$ cat src/rtl/fb_scanout_if.sv
// rtl/fb_scanout_if.sv - framebuffer read and bank-swap bus between scanout and fractal writer
interface fb_scanout_if #(
    parameter int ADDR_W = 19
);
    logic [ADDR_W-1:0] fb_raddr;
    logic              fb_rbank;
    logic [7:0]        fb_rdata;
    logic              swap_req;
    logic              swap_ack;

    modport master (
        output fb_raddr,
        output fb_rbank,
        input  fb_rdata,
        input  swap_req,
        output swap_ack
    );

    modport slave (
        input  fb_raddr,
        input  fb_rbank,
        output fb_rdata,
        output swap_req,
        input  swap_ack
    );
endinterface

$ cat src/rtl/fb_scanout.sv
// rtl/fb_scanout.sv - VGA scanout of a double-banked 8-bit framebuffer through a 3-3-2 palette
module fb_scanout #(
    parameter int         H_VISIBLE   = 640,
    parameter int         H_FRONT     = 16,
    parameter int         H_SYNC      = 96,
    parameter int         H_BACK      = 48,
    parameter int         V_VISIBLE   = 480,
    parameter int         V_FRONT     = 10,
    parameter int         V_SYNC      = 2,
    parameter int         V_BACK      = 33,
    parameter int         ADDR_W      = 19,
    parameter logic [7:0] INSIDE_CODE = 8'hFF
) (
    input  logic         CLOCK_50,
    input  logic         RESET_N,
    fb_scanout_if.master fb,
    output logic         frame_start,
    output logic         VGA_HS,
    output logic         VGA_VS,
    output logic         VGA_BLANK_N,
    output logic         VGA_SYNC_N,
    output logic [7:0]   VGA_R,
    output logic [7:0]   VGA_G,
    output logic [7:0]   VGA_B
);
    localparam int H_TOTAL = H_VISIBLE + H_FRONT + H_SYNC + H_BACK;
    localparam int V_TOTAL = V_VISIBLE + V_FRONT + V_SYNC + V_BACK;
    localparam int HW      = $clog2(H_TOTAL);
    localparam int VW      = $clog2(V_TOTAL);

    localparam logic [HW-1:0] H_LAST     = HW'(H_TOTAL - 1);
    localparam logic [HW-1:0] H_VIS      = HW'(H_VISIBLE);
    localparam logic [HW-1:0] H_SYNC_BEG = HW'(H_VISIBLE + H_FRONT);
    localparam logic [HW-1:0] H_SYNC_END = HW'(H_VISIBLE + H_FRONT + H_SYNC);
    localparam logic [VW-1:0] V_LAST     = VW'(V_TOTAL - 1);
    localparam logic [VW-1:0] V_VIS      = VW'(V_VISIBLE);
    localparam logic [VW-1:0] V_SYNC_BEG = VW'(V_VISIBLE + V_FRONT);
    localparam logic [VW-1:0] V_SYNC_END = VW'(V_VISIBLE + V_FRONT + V_SYNC);
    localparam logic [ADDR_W-1:0] LAST_ADDR = ADDR_W'(H_VISIBLE * V_VISIBLE - 1);

    // stage 0: raster position, read address, bank state
    logic              r_run;
    logic [HW-1:0]     r_h_cnt;
    logic [VW-1:0]     r_v_cnt;
    logic [ADDR_W-1:0] r_raddr;
    logic              r_rbank;
    logic              r_swap_ack;
    logic              r_frame_start;
    // stage 1: timing delayed while RAM data returns
    logic              r_vis1;
    logic              r_hs1;
    logic              r_vs1;
    // stage 2: registered pins
    logic              r_vis2;
    logic              r_hs2;
    logic              r_vs2;
    logic [7:0]        r_r;
    logic [7:0]        r_g;
    logic [7:0]        r_b;

    logic [HW-1:0]     w_h_next;
    logic [VW-1:0]     w_v_next;
    logic              w_vis0;
    logic              w_hs0;
    logic              w_vs0;
    logic              w_frame_next;
    logic              w_swap_take;
    logic [7:0]        w_pix_r;
    logic [7:0]        w_pix_g;
    logic [7:0]        w_pix_b;

    // next raster position; held at 0,0 for the first clock after reset so that
    // clock carries the frame_start pulse for the first frame
    always_comb begin
        w_h_next = r_h_cnt;
        w_v_next = r_v_cnt;
        if (r_run) begin
            if (r_h_cnt == H_LAST) begin
                w_h_next = '0;
                w_v_next = (r_v_cnt == V_LAST) ? '0 : r_v_cnt + 1'b1;
            end else begin
                w_h_next = r_h_cnt + 1'b1;
            end
        end
    end

    assign w_vis0       = r_run && (r_h_cnt < H_VIS) && (r_v_cnt < V_VIS);
    assign w_hs0        = !((r_h_cnt >= H_SYNC_BEG) && (r_h_cnt < H_SYNC_END));
    assign w_vs0        = !((r_v_cnt >= V_SYNC_BEG) && (r_v_cnt < V_SYNC_END));
    assign w_frame_next = (w_h_next == '0) && (w_v_next == '0);
    // swap is only considered at the start of the first blank line, never mid-picture
    assign w_swap_take  = r_run && (r_h_cnt == '0) && (r_v_cnt == V_VIS) && fb.swap_req;

    // stage 0 registers: counters, incremental address, bank swap handshake
    always_ff @(posedge CLOCK_50 or negedge RESET_N) begin
        if (!RESET_N) begin
            r_run         <= 1'b0;
            r_h_cnt       <= '0;
            r_v_cnt       <= '0;
            r_raddr       <= '0;
            r_rbank       <= 1'b0;
            r_swap_ack    <= 1'b0;
            r_frame_start <= 1'b0;
        end else begin
            r_run         <= 1'b1;
            r_h_cnt       <= w_h_next;
            r_v_cnt       <= w_v_next;
            r_frame_start <= w_frame_next;
            r_swap_ack    <= w_swap_take;
            r_rbank       <= r_rbank ^ w_swap_take;
            if (w_frame_next) begin
                r_raddr <= '0;
            end else if (w_vis0 && (r_raddr != LAST_ADDR)) begin
                r_raddr <= r_raddr + 1'b1;
            end
        end
    end

    // stage 1: delay timing one clock to line up with RAM read data
    always_ff @(posedge CLOCK_50 or negedge RESET_N) begin
        if (!RESET_N) begin
            r_vis1 <= 1'b0;
            r_hs1  <= 1'b1;
            r_vs1  <= 1'b1;
        end else begin
            r_vis1 <= w_vis0;
            r_hs1  <= w_hs0;
            r_vs1  <= w_vs0;
        end
    end

    // 3-3-2 palette with bit replication so full-scale codes reach 8'hFF
    always_comb begin
        w_pix_r = '0;
        w_pix_g = '0;
        w_pix_b = '0;
        if (r_vis1 && (fb.fb_rdata != INSIDE_CODE)) begin
            w_pix_r = {fb.fb_rdata[7:5], fb.fb_rdata[7:5], fb.fb_rdata[7:6]};
            w_pix_g = {fb.fb_rdata[4:2], fb.fb_rdata[4:2], fb.fb_rdata[4:3]};
            w_pix_b = {4{fb.fb_rdata[1:0]}};
        end
    end

    // stage 2: registered pins, colour and sync aligned
    always_ff @(posedge CLOCK_50 or negedge RESET_N) begin
        if (!RESET_N) begin
            r_vis2 <= 1'b0;
            r_hs2  <= 1'b1;
            r_vs2  <= 1'b1;
            r_r    <= '0;
            r_g    <= '0;
            r_b    <= '0;
        end else begin
            r_vis2 <= r_vis1;
            r_hs2  <= r_hs1;
            r_vs2  <= r_vs1;
            r_r    <= w_pix_r;
            r_g    <= w_pix_g;
            r_b    <= w_pix_b;
        end
    end

    assign fb.fb_raddr = r_raddr;
    assign fb.fb_rbank = r_rbank;
    assign fb.swap_ack = r_swap_ack;
    assign frame_start = r_frame_start;
    assign VGA_HS      = r_hs2;
    assign VGA_VS      = r_vs2;
    assign VGA_BLANK_N = r_vis2;
    assign VGA_SYNC_N  = 1'b0;
    assign VGA_R       = r_r;
    assign VGA_G       = r_g;
    assign VGA_B       = r_b;
endmodule

$ cat src/flat_wrapper.sv
// flat-port wrapper written by rule: the top's interface ports become plain ports
module fb_scanout_flat 
#(
    parameter int         H_VISIBLE   = 640,
    parameter int         H_FRONT     = 16,
    parameter int         H_SYNC      = 96,
    parameter int         H_BACK      = 48,
    parameter int         V_VISIBLE   = 480,
    parameter int         V_FRONT     = 10,
    parameter int         V_SYNC      = 2,
    parameter int         V_BACK      = 33,
    parameter int         ADDR_W      = 19,
    parameter logic [7:0] INSIDE_CODE = 8'hFF
)
  (CLOCK_50, RESET_N, frame_start, VGA_HS, VGA_VS, VGA_BLANK_N, VGA_SYNC_N, VGA_R, VGA_G, VGA_B, fb_fb_raddr, fb_fb_rbank, fb_fb_rdata, fb_swap_req, fb_swap_ack);
  fb_scanout_if #(.ADDR_W(ADDR_W)) fb_i ();
  input  logic CLOCK_50;
  input  logic RESET_N;
  output logic frame_start;
  output logic VGA_HS;
  output logic VGA_VS;
  output logic VGA_BLANK_N;
  output logic VGA_SYNC_N;
  output logic [7:0] VGA_R;
  output logic [7:0] VGA_G;
  output logic [7:0] VGA_B;
  output wire logic [$bits(fb_i.fb_raddr)-1:0] fb_fb_raddr;
  output wire logic [$bits(fb_i.fb_rbank)-1:0] fb_fb_rbank;
  input wire logic [$bits(fb_i.fb_rdata)-1:0] fb_fb_rdata;
  input wire logic [$bits(fb_i.swap_req)-1:0] fb_swap_req;
  output wire logic [$bits(fb_i.swap_ack)-1:0] fb_swap_ack;
  assign fb_fb_raddr = fb_i.fb_raddr;
  assign fb_fb_rbank = fb_i.fb_rbank;
  assign fb_i.fb_rdata = fb_fb_rdata;
  assign fb_i.swap_req = fb_swap_req;
  assign fb_swap_ack = fb_i.swap_ack;
  fb_scanout #(.H_VISIBLE(H_VISIBLE), .H_FRONT(H_FRONT), .H_SYNC(H_SYNC), .H_BACK(H_BACK), .V_VISIBLE(V_VISIBLE), .V_FRONT(V_FRONT), .V_SYNC(V_SYNC), .V_BACK(V_BACK), .ADDR_W(ADDR_W), .INSIDE_CODE(INSIDE_CODE)) u_core (.CLOCK_50(CLOCK_50), .RESET_N(RESET_N), .fb(fb_i), .frame_start(frame_start), .VGA_HS(VGA_HS), .VGA_VS(VGA_VS), .VGA_BLANK_N(VGA_BLANK_N), .VGA_SYNC_N(VGA_SYNC_N), .VGA_R(VGA_R), .VGA_G(VGA_G), .VGA_B(VGA_B));
endmodule
$ cat config.mk
export PLATFORM = sky130hd
export DESIGN_NAME = fb_scanout_flat
export DESIGN_NICKNAME = d
export VERILOG_FILES = /design/src/rtl/fb_scanout_if.sv /design/src/rtl/fb_scanout.sv /design/src/flat_wrapper.sv
export SDC_FILE = /design/constraint.sdc
export NUM_CORES = 1
export LEC_CHECK = 0
export ABC_AREA = 0
export BUFFER_PORTS_ARGS = -buffer_cell sky130_fd_sc_hd__buf_2
export CAP_MARGIN = 15
export CELL_PAD_IN_SITES_DETAIL_PLACEMENT = 2
export CELL_PAD_IN_SITES_GLOBAL_PLACEMENT = 2
export CORE_UTILIZATION = 34
export DETAILED_ROUTE_END_ITERATION = 8
export PLACE_DENSITY_LB_ADDON = 0.1
export SLEW_MARGIN = 20
export SYNTH_ARGS = -nofsm -noshare
export SYNTH_HDL_FRONTEND = slang
export SYNTH_SLANG_ARGS = --single-unit
$ cat constraint.sdc
create_clock -name CLOCK_50 -period 2.6 [get_ports CLOCK_50]
set_input_delay 0.26 -clock CLOCK_50 [delete_from_list [all_inputs] [get_ports CLOCK_50]]
set_output_delay 0.26 -clock CLOCK_50 [all_outputs]
set_load 0.1 [all_outputs]
; Word-level counts from Yosys, hierarchy flattened
; Index checks and enable logic that the tools add are counted.
[classes]
n_reduce_logical = 16
bitwise_logic = 1
n_eq_ne = 5
n_mux = 10
add_sub_neg = 3
magnitude_cmp = 6
[ops]
columns = op, n
row1 = two-way mux 10 bit, 5
row2 = two-way mux 19 bit, 2
row3 = logical NOT 10 bit, 3
row4 = two-way mux 8 bit, 3
row5 = "adder 10 x 1 -> 10 bit, second input constant", 2
row6 = "== test 10 bit, second input constant", 2
row7 = "less-than comparator 10 bit, second input constant", 2
row8 = "less-than comparator 10 x 9 -> 1 bit, second input constant", 2
row9 = "adder 19 x 1 -> 19 bit, second input constant", 1
row10 = "inequality test 19 bit, second input constant", 1
row11 = "== test 10 x 9 -> 1 bit, second input constant", 1
row12 = ">= comparator 10 bit, second input constant", 1
row13 = ">= comparator 10 x 9 -> 1 bit, second input constant", 1
row14 = logical AND 1 bit, 10
row15 = "inequality test 8 bit, second input constant", 1
row16 = logical NOT 1 bit, 2
row17 = nonzero test 2 bit, 1
row18 = bitwise XOR 1 bit, 1
[totals]
register_bits = 73
word_cells = 57
out_inout_bits = 50
in_bits = 11

; Logic depth before layout (Yosys ltp)
; Gate-level depths: netlist of the first run.
[depth]
ltp_word = 7
mapped_depth = 10
depth_no_buf = 8

; Worst setup path after synthesis of the first run
; No wires, ideal clock.
[synth_path]
kind = reg2reg
startpoint = register u_core.r_raddr[5], in the netlist u_core.fb.fb_raddr[5]
endpoint = register u_core.r_raddr[1], in the netlist u_core.fb.fb_raddr[1]
path_stages_with_launch = 7
n_path_buf = 0
arrival_ps = 2303
slack_ps = 171
path_cell_list = dfrtp_1 and4_1 and4_1 nand4_1 o21ai_0 mux2i_1 a21oi_1
[synth_between]
elab_chain_len = 3
[synth_lines]
columns = element, line
row1 = start: declaration, fb_scanout.sv:45  ; logic [ADDR_W-1:0] r_raddr;
row2 = start signal: assignment, fb_scanout.sv:114  ; r_raddr <= r_raddr + 1'b1;
row3 = inequality test 19 bit, fb_scanout.sv:113  ; end else if (w_vis0 && (r_raddr != LAST_ADDR)) begin
row4 = logical AND 1 bit, fb_scanout.sv:113
row5 = nonzero test 2 bit (no source line), --
; Every way passes these cells.
; A chain may end at the register's enable or synchronous reset.

; Worst setup path after layout of the first run
[layout_path]
startpoint = register u_core.r_h_cnt[0]
endpoint = register u_core.r_raddr[0], in the netlist u_core.fb.fb_raddr[0]
[layout_between]
elab_chain_len = 6
elab_cells_between_ends = 15
cone_classes = 1 x add/sub / 1 x order compare / 1 x eq/ne / 5 x mux / 7 x reduce/logical
[layout_lines]
columns = element, line
row1 = start: declaration, fb_scanout.sv:43  ; logic [HW-1:0] r_h_cnt;
row2 = start signal: assignment, fb_scanout.sv:106  ; r_h_cnt <= w_h_next;
row3 = adder 10 x 1 -> 10 bit or == test 10 bit (tied branches), "fb_scanout.sv:82, fb_scanout.sv:78"
row4 = two-way mux 10 bit (*), fb_scanout.sv:78  ; if (r_h_cnt == H_LAST) begin
row5 = two-way mux 10 bit (*), fb_scanout.sv:77  ; if (r_run) begin
row6 = via u_core.w_h_next[9], fb_scanout.sv:61  ; logic [HW-1:0] w_h_next;
row7 = logical NOT 10 bit (*), fb_scanout.sv:90  ; assign w_frame_next = (w_h_next == '0) && (w_v_next == '0);
row8 = logical AND 1 bit (*), fb_scanout.sv:90
row9 = two-way mux 19 bit or nonzero test 2 bit (tied branches), --
; The timed path passes the listed nets; every way through them passes the cells marked *.

==> flow_metrics.env, run 1 <==
export IMPL_clockPowerShare_pct=26.7
export IMPL_antenna_cells=0
export IMPL_syn_area_mm2=0.003162
export IMPL_grt_setup_unrepaired="no"
export IMPL_finalHoldViolations=15
export IMPL_fin_worst_hold_slack_ns=-0.006638
export IMPL_hpwl_um=6731
export IMPL_buffer_ports_inserted=59
export IMPL_final_layout_size_suffix_gt1_share_pct=31.59
export IMPL_finClkSkew_ns=0.007089
export IMPL_failed_checks="design-rule violations, negative hold slack"
export IMPL_cts_buffers_inserted=9
export IMPL_vdd_ir_drop_worst_mv=0.8540
export IMPL_routed_via_density=5.365
export IMPL_clock_tree_sinks=57
export IMPL_postSynthAreaPerCell_um2=10.01
export IMPL_synth_area_leader_cell="sky130_fd_sc_hd__dfrtp_1"
export IMPL_gp_congestion=0.8606
export IMPL_die_area_mm2=0.009689
export IMPL_largest_cells_by_area_after_synthesis="sky130_fd_sc_hd__dfrtp_1 (42%), sky130_fd_sc_hd__xor2_1 (5.8%), sky130_fd_sc_hd__buf_4 (4.7%)"
export IMPL_tns_ns=0
export IMPL_seqCellArea_mm2=0.001431
export IMPL_worstMarginPinSlew_ns=0.7635
export IMPL_fin_crit_sh_pct=94.88
export IMPL_setup_worst_path_start_class="register"
export IMPL_yosys_area_top_type_share_pct=41.95
export IMPL_critPathRequiredTime_ns=2.82
export IMPL_combPwrFrac_pct=38.3
export IMPL_cts_root_buffer="sky130_fd_sc_hd__clkbuf_8"
export IMPL_critical_path_endpoint_type="register"
export IMPL_synth_seq_area_share_pct=45.27
export IMPL_switchingPower_mw=1.389
export IMPL_place_inst=475
export IMPL_synth_edff_count=0
export IMPL_grt_pass1_vias=2824
export IMPL_nFillCells=988
export IMPL_global_route_usage_total_pct=20.31
export IMPL_clkSlewWorstSetupHoldPaths_ns=0.07
export IMPL_worstSkewPairLatency_ns=0.34
export IMPL_power_switching_share_pct=44.03
export IMPL_drv_max_cap_violation_count=0
export IMPL_die_h_um=98.44
export IMPL_die_w_um=98.44
export IMPL_remaining_drc_errors=8
export IMPL_p_int_mw=1.765
export IMPL_seqPwrFrac_pct=35.0
export IMPL_floorplan_initialDensity_pct=35.73
export IMPL_detail_route_wl_per_cell_um=18.51
export IMPL_class_of_the_most_critical_setup_path="register to register"
export IMPL_relSlewSlack_pct=49.10
export IMPL_detail_route_iter0_violations=58
export IMPL_cts_tree="built"
export IMPL_timing_critical_path_slowest_stage_cell="sky130_fd_sc_hd__or3_1"
export IMPL_post_synthesis_net_count=332
export IMPL_result_of_the_run="finished, violations left"
export IMPL_synthMostInstantiatedCell="sky130_fd_sc_hd__dfrtp_1"
export IMPL_yosys_most_used_dff="sky130_fd_sc_hd__dfrtp_1"
export IMPL_synth_warnings=0
export IMPL_synth_async_sr_flop_share_pct=100.0
export IMPL_power_density_mw_per_mm2=831.5
export IMPL_multi_input_area_mm2=0.001496
export IMPL_post_synthesis_to_final_layout_area_growth_pct=19.94
export IMPL_cts_htree_levels=3
export IMPL_crit_chain="ha_1, nand4_4, or3_1, a31o_1, o21bai_4, nor4b_4, buf_12, a21oi_1"
export IMPL_path_max_fanout=20
export IMPL_grt_overflow_total=0
export IMPL_io_pin_count=61
export IMPL_num_rows=34
export IMPL_post_route_min_period_ns=2.467
export IMPL_cts_repair_timing_setup_buffer_count=0
export IMPL_clk_path_buf_depth=2
export IMPL_nNetsFinal=394
export IMPL_drtAntennaViolNets=0
export IMPL_worstHoldPathType="input pin to asynchronous set/reset pin"
export IMPL_synthesis_instances=316
export IMPL_max_clock_freq_ghz=0.4054
export IMPL_wl_um=9089
export IMPL_grt_antenna_before_repair=0
export IMPL_critPathMaxStageDelay_ns=0.55
export IMPL_leading_cell_types_by_count_after_synthesis="sky130_fd_sc_hd__dfrtp_1 (53), sky130_fd_sc_hd__a21oi_1 (22), sky130_fd_sc_hd__xor2_1 (21), sky130_fd_sc_hd__buf_4 (20), sky130_fd_sc_hd__nand3_1 (20)"
export IMPL_synth_cell_types=58
export IMPL_grt_max_degree=36
export IMPL_cts_hold_buffers=0
export IMPL_finish_cell_count_without_fillers=491
export IMPL_first_pass_iters=6
export IMPL_num_vias=2634
export IMPL_grt_pass1_wl_um=15170
export IMPL_timing_max_transition_violations_final=0
export IMPL_power_leakage_nw=1.804
export IMPL_coreArea_mm2=0.008848
export IMPL_synth_ff_latch_count=57
export IMPL_setup_violations_final=0
export IMPL_worst_endpoint_arrival_ns=2.69
==> cell type report <==
type,instances,area share (%)
multi-input cells,217,39.46
flip-flops and latches,57,37.74
repair buffers,85,13.26
clock buffers,11,3.728
well taps,108,3.563
clock inverters,5,1.452
inverters,8,0.7918
==> cells in the final DEF (no fill, tap or decap), types with 9 or more instances in the layout <==
master,netlist,final
sky130_fd_sc_hd__a21oi_1,22,22
sky130_fd_sc_hd__and2_1,12,12
sky130_fd_sc_hd__buf_2,6,59
sky130_fd_sc_hd__buf_4,20,25
sky130_fd_sc_hd__clkbuf_8,0,10
sky130_fd_sc_hd__dfrtp_1,53,53
sky130_fd_sc_hd__nand2_1,18,18
sky130_fd_sc_hd__nand3_1,20,20
sky130_fd_sc_hd__nand4_1,11,11
sky130_fd_sc_hd__nor2_1,14,14
sky130_fd_sc_hd__nor3_1,9,9
sky130_fd_sc_hd__xor2_1,21,21
==> metal layers <==
layer | wire [um] | share of wire [%] | vias to the layer above | global-route usage [%]
met3 | 356 | 3.9 | 8 | 2.837
met4 | 102 | 1.1 | 0 | 6.544
met2 | 4436 | 49 | 57 | 34.02
li1 | - | - | 1228 | -
met1 | 4195 | 46 | 1341 | 27.25
met5 | 0 | 0 | - | 0
==> logic make-up (layout without fill, tap and decap cells) <==
group	Yosys count	count (layout)	synth area share, %
AOI/OAI and AO/OA	54	54	11.95
xor gates and xnor gates	28	28	7.756
adders and majority gates	5	5	1.979
buffers and inverters	42	109	7.835
DFF	57	57	45.27
muxes	2	2	0.6332
other	2	2	0.2375
and+or+nand+nor	126	126	24.34
==> sequential cells by signal, indices dropped and copies added (netlist names), 2 cells and up <==
| register | flops |
|---|---|
| u_core.r_v_cnt | 10 |
| u_core.VGA_B | 2 |
| u_core.r_h_cnt | 10 |
| u_core.fb.fb_raddr | 19 |
| u_core.VGA_R | 3 |
| u_core.VGA_G | 3 |
==> worst paths after layout <==
kind	start	to	slack, ns	cells after the start
setup / recovery	u_core.r_h_cnt[0]$_DFF_PN0_	u_core.fb.fb_raddr[0]$_DFFE_PN0P_	0.13	8
hold / removal	RESET_N	u_core.fb.fb_rbank$_DFF_PN0_	-0.007	1
setup reg to reg	u_core.r_h_cnt[0]$_DFF_PN0_	u_core.fb.fb_raddr[0]$_DFFE_PN0P_	0.13	8
hold reg to reg	u_core.r_hs1$_DFF_PN1_	u_core.VGA_HS$_DFF_PN1_	0.36	0
max in group asynchronous	RESET_N	u_core.r_v_cnt[2]$_DFF_PN0_	1.92	2
min in group CLOCK_50	fb_fb_rdata[2]	u_core.VGA_G[5]$_DFF_PN0_	0.14	2
==> metrics by stage <==
stage	worst slack, ns	total power [mW]	instance area [um^2]	utilization (%)
floorplan	0.1707	2.036	3162	-
global placement	0.2088	2.297	3582	40.48
detailed placement	0.08207	2.332	3582	40.48
CTS	0.07182	3.180	3779	42.70
global route	0.004674	3.301	3792	42.86
finish	0.1330	3.153	3792	42.86
==> power groups by stage <==
stage          Combinational [mW]  Sequential, mW  Clock, mW
6_report                     1.21            1.10      0.841
5_1_grt                      1.29            1.13      0.887
4_1_cts                      1.22            1.10      0.859
3_5_place_dp                 1.21            1.12          0
3_3_place_gp                 1.18            1.11          0
2_1_floorplan               0.583            1.45          0
==> what timing repair did <==
action                                  4_1_cts  5_1_grt
resized for setup                             0        3
hold endpoints to repair                      0        0
endpoints found under the setup margin        0       20
==> critical path: cells and delay by family, from the launching register on <==
kind,cells,cell delay (ns)
AO/OA/AOI/OAI,3,0.57
adder cells (fa/ha/maj),1,0.26
buffers and inverters,1,0.19
flip-flops,1,0.36
AND/OR/NAND/NOR,3,0.98
No activity file was read; power rests on OpenSTA's default activity.
==> run 2, diff against run 1 <==
--- a/config.mk
+++ b/config.mk
@@ -10,7 +10,7 @@
 export CAP_MARGIN = 15
 export CELL_PAD_IN_SITES_DETAIL_PLACEMENT = 2
 export CELL_PAD_IN_SITES_GLOBAL_PLACEMENT = 2
-export CORE_UTILIZATION = 34
+export CORE_UTILIZATION = 31
 export DETAILED_ROUTE_END_ITERATION = 8
 export PLACE_DENSITY_LB_ADDON = 0.1
 export SLEW_MARGIN = 20
==> constraint.sdc (replaced) <==
create_clock -name CLOCK_50 -period 2 [get_ports CLOCK_50]
set_input_delay 0.2 -clock CLOCK_50 [delete_from_list [all_inputs] [get_ports CLOCK_50]]
set_output_delay 0.2 -clock CLOCK_50 [all_outputs]
set_load 0.1 [all_outputs]
==> run 2 against run 1 <==
Against the previous run: the flow finishes with violations (negative setup slack); routed wire length is 29% higher; die area is 9.5% higher; design area is 25% higher; flip-flop and latch count stayed put; sequential power is 30% higher; worst hold slack better by 0.088 ns; count of clock-buffer cells in the layout stayed put; first-iteration DRC count is 6.9% higher; sequential share of layout area is 7.3 points lower; largest cell class unchanged; largest power group unchanged.
==> flow_metrics.env, run 2 (synthesis gave the netlist of run 1 again) <==
export IMPL_class_of_the_most_critical_setup_path="register to register"
export IMPL_worstHoldPathType="input pin to register"
export IMPL_result_of_the_run="finished, violations left"
export IMPL_met2_wirelength_um=6216
export IMPL_worstMarginPinSlew_ns=0.5387
export IMPL_wl_um=11760
export IMPL_die_w_um=103.0
export IMPL_failed_checks="negative setup slack"
export IMPL_fin_worst_hold_slack_ns=0.08124
export IMPL_design_power_total_mw=4.933
export IMPL_first_pass_iters=4
export IMPL_detail_route_iter0_violations=62
export IMPL_relSlewSlack_pct=63.71
export IMPL_power_leakage_nw=2.258
export IMPL_critPathRequiredTime_ns=2.23
export IMPL_timing_max_transition_violations_final=0
export IMPL_gp_congestion=0.7614
export IMPL_global_route_usage_total_pct=22.90
export IMPL_final_layout_size_suffix_gt1_share_pct=52.89
export IMPL_finClkSkew_ns=0.01124
export IMPL_wirelength_met1_um=5078
export IMPL_grt_overflow_total=0
export IMPL_path_max_fanout=6
export IMPL_coreArea_mm2=0.009819
export IMPL_timing_critical_path_slowest_stage_cell="sky130_fd_sc_hd__o41ai_2"
export IMPL_path_delay_family="compound AO/OA/AOI/OAI gates"
export IMPL_io_pin_count=61
export IMPL_nNetsFinal=461
export IMPL_grt_pass1_wl_um=17910
export IMPL_antenna_cells=0
export IMPL_critical_path_endpoint_type="register"
export IMPL_floorplan_initialDensity_pct=32.20
export IMPL_drv_max_cap_violation_count=0
export IMPL_cts_root_buffer="sky130_fd_sc_hd__clkbuf_8"
export IMPL_vdd_ir_drop_worst_mv=1.145
export IMPL_die_h_um=103.0
export IMPL_setup_worst_path_start_class="register"
export IMPL_clock_tree_sinks=57
export IMPL_postLayoutSetupSlackWorst_ns=-0.4485
export IMPL_clkSlewWorstSetupHoldPaths_ns=0.07
export IMPL_remaining_drc_errors=0
export IMPL_worstSkewPairLatency_ns=0.35
export IMPL_post_synthesis_to_final_layout_area_growth_pct=50.22
export IMPL_crit_chain="ha_4, nand4_4, o41ai_2, o41ai_4, a211oi_4, o2111a_2, clkbuf_16, a21oi_2"
export IMPL_cts_buffers_inserted=9
export IMPL_layout_cells_most_common_list="sky130_fd_sc_hd__buf_4 (81), sky130_fd_sc_hd__buf_2 (59), sky130_fd_sc_hd__dfrtp_1 (41)"
export IMPL_grt_max_degree=58
export IMPL_critPathMaxStageDelay_ns=0.51
export IMPL_grt_antenna_before_repair=0
export IMPL_route_met3_wl_um=364
export IMPL_setup_violations_final=21
export IMPL_detail_route_wl_per_cell_um=20.18
export IMPL_largest_register_ffs=19
export IMPL_max_clock_freq_ghz=0.4084
export IMPL_maxUsedRoutingLayer="met4"
export IMPL_buffer_ports_inserted=59
export IMPL_cts_tree="built"
export IMPL_routed_via_density=5.086
export IMPL_clk_path_buf_depth=2
export IMPL_worst_path_buf_inv=1
export IMPL_cts_htree_levels=3
export IMPL_grt_setup_unrepaired="yes"
export IMPL_drtAntennaViolNets=0
export IMPL_mostFrequentLayoutCell="sky130_fd_sc_hd__buf_4"
export IMPL_worst_endpoint_arrival_ns=2.68
export IMPL_num_rows=36
export IMPL_grt_pass1_vias=3270
export IMPL_power_density_mw_per_mm2=1039
export IMPL_num_vias=2965
export IMPL_fin_crit_sh_pct=122.4
export IMPL_die_area_mm2=0.01061
export IMPL_post_route_min_period_ns=2.449
export IMPL_hpwl_um=7247
export IMPL_finalHoldViolations=0
## run 2: cell count changes in the layout (fill, tap and decap cells not counted), moves of 3 or more
cell and delta:
sky130_fd_sc_hd__buf_4 +56, sky130_fd_sc_hd__a21oi_1 -15, sky130_fd_sc_hd__a21oi_2 +14, sky130_fd_sc_hd__dfrtp_1 -12, sky130_fd_sc_hd__dfrtp_2 +12, sky130_fd_sc_hd__buf_12 +3
sky130_fd_sc_hd__buf_6 +3, sky130_fd_sc_hd__ha_1 -3
## run 2: worst reg2reg max path: stages, from the launching register on
cell and delay [ns]:
sky130_fd_sc_hd__dfrtp_1 0.42, sky130_fd_sc_hd__ha_4 0.17, sky130_fd_sc_hd__nand4_4 0.12, sky130_fd_sc_hd__o41ai_2 0.51
sky130_fd_sc_hd__o41ai_4 0.22, sky130_fd_sc_hd__a211oi_4 0.24, sky130_fd_sc_hd__o2111a_2 0.39, sky130_fd_sc_hd__clkbuf_16 0.21
sky130_fd_sc_hd__a21oi_2 0.06
## run 2: through the flow
step,util [%],cell area (um^2),setup TNS (ns),cells,setup slack [ns]
6_report,48.37,4750,-8.495,583,-0.4485
5_1_grt,48.37,4750,-10.25,583,-0.5107
4_1_cts,47.17,4632,-6.976,581,-0.3596
3_5_place_dp,40.91,4018,-7.277,546,-0.3756
3_3_place_gp,40.91,4018,-6.107,546,-0.3208
2_1_floorplan,-,3199,-4.487,316,-0.2262
## run 2: layer usage
layer  global-route usage, %  vias to the layer above
met3                   2.983                        9
li1                        -                     1370
met5                       0                        -
met2                   40.41                       60
met4                   7.801                        0
met1                   28.76                     1526
## run 2: where the power goes
group | switching [mW] | internal (mW)
clock | 0.519 | 0.861
combinational | 1.39 | 0.737
sequential | 0.147 | 1.28
## run 2: area by class of cell
type,instances,area (um^2)
fill,1049,5070
multi-input combinational,217,1753
sequential,57,1446
timing repair buffer,152,1110
tap,133,166.4
clock buffer,11,141.4
clock inverter,5,102.6
inverter,8,30.03
## run 2: final timing paths
| kind | from | cells past startpoint | endpoint | slack [ns] |
|---|---|---|---|---|
| min in group asynchronous | RESET_N | 3 | u_core.r_run$_DFF_PN0_ | 0.38 |
| min reg2reg | u_core.r_hs1$_DFF_PN1_ | 0 | u_core.VGA_HS$_DFF_PN1_ | 0.36 |
| min | fb_fb_rdata[1] | 2 | u_core.VGA_B[5]$_DFF_PN0_ | 0.08 |
| max in group asynchronous | RESET_N | 3 | u_core.r_hs1$_DFF_PN1_ | 1.27 |
| max | u_core.r_h_cnt[1]$_DFF_PN0_ | 8 | u_core.fb.fb_raddr[10]$_DFFE_PN0P_ | -0.45 |
| max reg2reg | u_core.r_h_cnt[1]$_DFF_PN0_ | 8 | u_core.fb.fb_raddr[10]$_DFFE_PN0P_ | -0.45 |
## run 2: repair_timing
action,4_1_cts,5_1_grt
gates resized for setup,43,25
endpoints found under the setup margin,20,25
buffers inserted,16,5
hold buffers,1,0
pin swaps,24,14
cloned,3,1
hold endpoints to repair,53,0
